### config.mk
export PLATFORM = sky130hd
export DESIGN_NAME = hazard_ctrl
export DESIGN_NICKNAME = d
export VERILOG_FILES = /design/src/rtl/hazard_ctrl.sv
export SDC_FILE = /design/constraint.sdc
export NUM_CORES = 1
export LEC_CHECK = 0
export CAP_MARGIN = 25
export CORE_MARGIN = 2
export CORE_UTILIZATION = 36
export CTS_BUF_LIST = sky130_fd_sc_hd__clkbuf_8 sky130_fd_sc_hd__clkbuf_16
export DETAILED_ROUTE_END_ITERATION = 8
export MAX_ROUTING_LAYER = met4
export PLACE_DENSITY = 0.81
export SYNTH_ARGS = -nofsm -noshare
export SYNTH_HDL_FRONTEND = slang
export SYNTH_SLANG_ARGS = --single-unit
### constraint.sdc
create_clock -name clk -period 1.8 [get_ports clk]
set_input_delay 0.18 -clock clk [delete_from_list [all_inputs] [get_ports clk]]
set_output_delay 0.18 -clock clk [all_outputs]
set_load 0.01 [all_outputs]
### src/rtl/hazard_ctrl.sv
// hazard_ctrl: EX forwarding, load-use bubbles, branch flush and M-extension stall sequencing; define HAZARD_PERF_EN for perf counters
module hazard_ctrl #(
  parameter int MUL_LAT = 1,
  parameter int DIV_LAT = 32,
  parameter int CNT_W   = 6
) (
  input  logic       clk,
  input  logic       rst,
  input  logic [4:0] rs1_IFID,
  input  logic [4:0] rs2_IFID,
  input  logic [4:0] rs1_IDEX,
  input  logic [4:0] rs2_IDEX,
  input  logic [4:0] rd_IDEX,
  input  logic       memRead_IDEX,
  input  logic [4:0] rd_EXMEM,
  input  logic       RegWrite_EXMEM,
  input  logic [4:0] rd_MEMWB,
  input  logic       RegWrite_MEMWB,
  input  logic       PCSrc,
  input  logic       mdu_valid_IDEX,
  input  logic       mdu_div_IDEX,
  output logic [1:0] ForwardA,
  output logic [1:0] ForwardB,
  output logic       PCWrite,
  output logic       IFID_write,
  output logic       IDEX_write,
  output logic       IDEX_bubble,
  output logic       EXMEM_bubble,
  output logic       IFID_flush,
  output logic       mdu_start,
  output logic       mdu_done
`ifdef HAZARD_PERF_EN
  ,
  output logic [31:0] perf_stall_cnt,
  output logic [31:0] perf_flush_cnt,
  output logic [31:0] perf_lu_cnt
`endif
);
  typedef enum logic {IDLE, BUSY} state_t;
  state_t state;
  logic [CNT_W-1:0] cnt;
  logic lat_gt1, idle_op, mdu_stall, lu, lu_stall;
  logic [CNT_W-1:0] lat_m2;

  function automatic logic [1:0] fwd(input logic [4:0] rs);
    return (RegWrite_EXMEM && rd_EXMEM != 5'd0 && rd_EXMEM == rs) ? 2'b10 :
           (RegWrite_MEMWB && rd_MEMWB != 5'd0 && rd_MEMWB == rs) ? 2'b01 : 2'b00;
  endfunction

  always_comb begin
    lat_gt1   = mdu_div_IDEX ? (DIV_LAT > 1) : (MUL_LAT > 1);
    lat_m2    = mdu_div_IDEX ? CNT_W'(DIV_LAT - 2) : CNT_W'(MUL_LAT - 2);
    idle_op   = state == IDLE && mdu_valid_IDEX;
    mdu_stall = (idle_op && lat_gt1) || (state == BUSY && cnt != '0);
    lu        = memRead_IDEX && rd_IDEX != 5'd0 && (rd_IDEX == rs1_IFID || rd_IDEX == rs2_IFID);
    lu_stall  = lu && !PCSrc && !mdu_stall;
    ForwardA     = rst ? 2'b00 : fwd(rs1_IDEX);
    ForwardB     = rst ? 2'b00 : fwd(rs2_IDEX);
    PCWrite      = rst || !(mdu_stall || lu_stall);
    IFID_write   = PCWrite;
    IDEX_write   = rst || !mdu_stall;
    IDEX_bubble  = !rst && (PCSrc || lu_stall);
    EXMEM_bubble = !rst && mdu_stall;
    IFID_flush   = !rst && PCSrc;
    mdu_start    = !rst && idle_op && lat_gt1;
    mdu_done     = !rst && ((idle_op && !lat_gt1) || (state == BUSY && cnt == '0));
  end

  always_ff @(posedge clk) begin
    if (rst) begin
      state <= IDLE;
      cnt   <= '0;
    end else if (state == IDLE) begin
      if (idle_op && lat_gt1) begin
        state <= BUSY;
        cnt   <= lat_m2;
      end
    end else if (cnt == '0) begin
      state <= IDLE;
    end else begin
      cnt <= cnt - 1'b1;
    end
  end

`ifdef HAZARD_PERF_EN
  always_ff @(posedge clk) begin
    if (rst) begin
      perf_stall_cnt <= '0;
      perf_flush_cnt <= '0;
      perf_lu_cnt    <= '0;
    end else begin
      perf_stall_cnt <= perf_stall_cnt + 32'(!PCWrite);
      perf_flush_cnt <= perf_flush_cnt + 32'(IFID_flush);
      perf_lu_cnt    <= perf_lu_cnt + 32'(lu_stall);
    end
  end
`endif
endmodule

==> flow_metrics.py <==
metrics = {
    "status": {
        "outcome": "complete, no violations",
    },
    "finish": {
        "ff_latch_area_um2": 142.6,
        "syn_to_final_growth_pct": 117.1,
        "design_area_mm2": 0.001809,
        "stdcell_count": 229,
        "antenna_cells": 0,
        "mostFrequentLayoutCells": "buf_4, xnor2_1, clkdlybuf4s50_1",
        "layout-drive-gt1-share_pct": 37.81,
        "layout_commonest_cell": "buf_4",
        "nFillCells": 131,
        "nNetsFinal": 247,
        "multi_input_comb_area_um2": 764.5,
    },
    "critical_path": {
        "end_kind": "output pin",
        "arrival_ps": 1610,
        "ff2ff_path_depth": 8,
        "critPathMaxFanout": 2,
        "crit_required_ps": 1620,
        "crit_type": "input port to output pin",
        "cp-start-kind": "input port",
    },
    "synth": {
        "synthDistinctLibCells": 32,
        "seq_area_frac_synth_pct": 16.82,
        "syn-num-nets": 152,
        "synth_top_family_by_area": "XOR/XNOR gates",
        "synth_compound_area_share_pct": 13.66,
        "synthSimpleGateAreaFrac_pct": 29.58,
        "muxShareOfSynthArea_pct": 1.201,
        "synthXorXnorAreaFrac_pct": 31.53,
        "synth_seq_cells": 7,
        "netlist_area_um2": 833.3,
        "avgSynthCellArea_um2": 7.788,
        "synth_adder_area_share_pct": 3.003,
        "ys_warn_count": 0,
        "syn_inst": 107,
    },
    "pwr": {
        "switching_share_pct": 32.29,
        "p_switching_mw": 0.2683,
        "p_seq_share_pct": 21.9,
        "p_comb_share_pct": 52.2,
        "power_density_mw_per_mm2": 459.2,
        "p_int_mw": 0.5625,
        "peakVddDrop_v": 0.0003353,
        "p_leak_nw": 0.7942,
        "power_frac_clock_pct": 25.9,
    },
    "timing": {
        "rsz0062_at_grt": "true",
        "tightest_slew_ps": 297.4,
        "max_slew_margin_pct": 80.11,
        "fmax_mhz": 558.1,
        "hold_violations": 0,
        "slew_violations": 0,
        "finalClockSkew_ps": 5.793,
        "fin_crit_sh_pct": 99.54,
        "setup-violations-final": 0,
        "fin_hold_ws_ps": 506.8,
        "fin_crit_ps": 1792,
    },
    "detailed_routing": {
        "vias": 1199,
        "wl_per_cell_um": 15.69,
        "drtPass1Iterations": 4,
        "drt-initial-drc-count": 24,
        "routed_wl_mm": 3.592,
        "drtAntennaViolNets": 0,
        "via_per_inst": 5.236,
        "drc_errors": 0,
    },
    "clock_network": {
        "clkSinkCount": 7,
        "root_buffer": "clkbuf_8",
        "postCtsHoldBufs": 0,
        "clkTransAtPathRegs_ps": 40,
        "cts_made_buffers": 3,
        "cts_max_path_buffers": 2,
        "clock_latency_ps": 230,
        "cts_tree": "done",
        "htree_levels": 1,
    },
    "min_path": {
        "whs_path_depth": 3,
        "hold_path.class": "input port to register",
    },
    "die": {
        "io_pins": 55,
        "die_width_um": 52.11,
        "start_util_pct": 38.04,
        "die_y_um": 52.11,
        "core-area_mm2": 0.002191,
        "die_area_mm2": 0.002715,
        "rows": 17,
    },
    "grt": {
        "grt_max_degree": 15,
        "track_usage_pct": 28.96,
        "grt_pass1_wl_mm": 5.644,
        "grt-ovfl-total": 0,
        "antenna_found_initial": 0,
        "grt_pass1_vias": 1294,
    },
    "placement": {
        "dp_cells": 221,
        "place_congestion": 0.8798,
        "port_buffers": 54,
        "dpl_cell_area_mm2": 0.001667,
        "dp_hpwl_mm": 2.590,
    },
    "run": {
        "cap_violations": 0,
    },
}
-- worst paths after layout --
| check | from | to | slack, ps |
|---|---|---|---|
| max | rd_EXMEM[4] | ForwardB[0] | 8 |
| min | rst | cnt[0] | 510 |
| max reg2reg | cnt[1] | cnt[1] | 130 |
| min reg2reg | cnt[3] | cnt[3] | 580 |
-- metal layers --
layer	vias to the layer above	wire (µm)	GRT usage (%)
li1	575	-	-
met1	574	1499	32.29
met2	42	1889	53.16
met3	8	133	3.448
met4	0	70	9.211
met5	-	0	-
-- critical path, cell delays in order --
cell and delay, ps:
buf_6 90, or4_4 540, o21ai_4 160, buf_6 130, nor3_4 40, nor4_4 290, buf_2 180
-- stage by stage --
step           TNS [ps]  worst slack [ps]  util, %  total power [mW]
4_1_cts          -5.179            -5.179    80.70            0.8084
3_3_place_gp      -3505            -618.7    76.07            0.5617
2_1_floorplan         0             42.76        -            0.3303
3_5_place_dp      -3756            -723.7    76.07            0.5762
5_1_grt          -83.67            -31.51    82.58            0.8788
6_report              0             8.303    82.58            0.8308
-- cell usage after synthesis --
cell type / count / share of area (%)
a21bo_2: 1 / 1.2
a21boi_0: 1 / 0.90
a21oi_1: 7 / 4.2
a311oi_1: 1 / 1.1
a31oi_1: 2 / 1.5
a41o_1: 1 / 1.2
and3_1: 2 / 1.5
buf_4: 1 / 0.90
clkbuf_1: 1 / 0.45
clkbuf_2: 1 / 0.60
dfxtp_1: 7 / 17
ha_1: 2 / 3.0
inv_1: 5 / 2.3
mux2i_1: 1 / 1.2
nand2_1: 7 / 3.2
nand3_1: 6 / 3.6
nand3b_1: 2 / 1.8
nand4_1: 1 / 0.75
nor2_1: 5 / 2.3
nor2b_1: 1 / 0.75
nor3_1: 5 / 3.0
nor3b_1: 2 / 1.8
nor4_1: 3 / 2.3
nor4_2: 2 / 3.0
o21ai_1: 1 / 0.60
o21ai_2: 1 / 1.1
o21ba_2: 1 / 1.2
o22ai_1: 1 / 0.75
or4_1: 5 / 4.5
or4b_1: 1 / 1.2
xnor2_1: 20 / 21
xor2_1: 10 / 11
-- power groups by stage --
stage | Sequential (mW) | Clock (mW) | Combinational, mW
after floorplan | 0.179 | 0 | 0.151
after global placement | 0.180 | 0 | 0.382
after detailed placement | 0.181 | 0 | 0.396
after CTS | 0.181 | 0.219 | 0.409
after global routing | 0.182 | 0.233 | 0.463
final | 0.182 | 0.215 | 0.434
-- cells by family (layout without fill, tap and decap cells) --
| family | count (synthesis) | in the layout |
|---|---|---|
| mux | 1 | 1 |
| compound gates | 17 | 17 |
| simple gates | 42 | 42 |
| flops | 7 | 7 |
| fa+ha+maj | 2 | 2 |
| xor+xnor | 30 | 30 |
| buf+inv | 8 | 102 |
-- area by class of cell --
type | instances | share of cell area, %
inverters | 5 | 1.037
multi-input cells | 92 | 42.25
repair buffers | 93 | 44.40
clock buffers | 3 | 2.282
well taps | 28 | 1.936
clock inverters | 1 | 0.2075
flip-flops and latches | 7 | 7.884
-- timing repair --
action / in CTS / in global routing
setup buffers: 3 / 1
endpoints found under the setup margin: 11 / 11
resized for setup: 84 / 19
gates cloned: 0 / 0
pin swaps: 17 / 10
-- sequential cells by signal, summed over array words and instances, names as in the netlist --
name / cells
cnt: 6
state: 1
(Power assumes the default switching activity.)
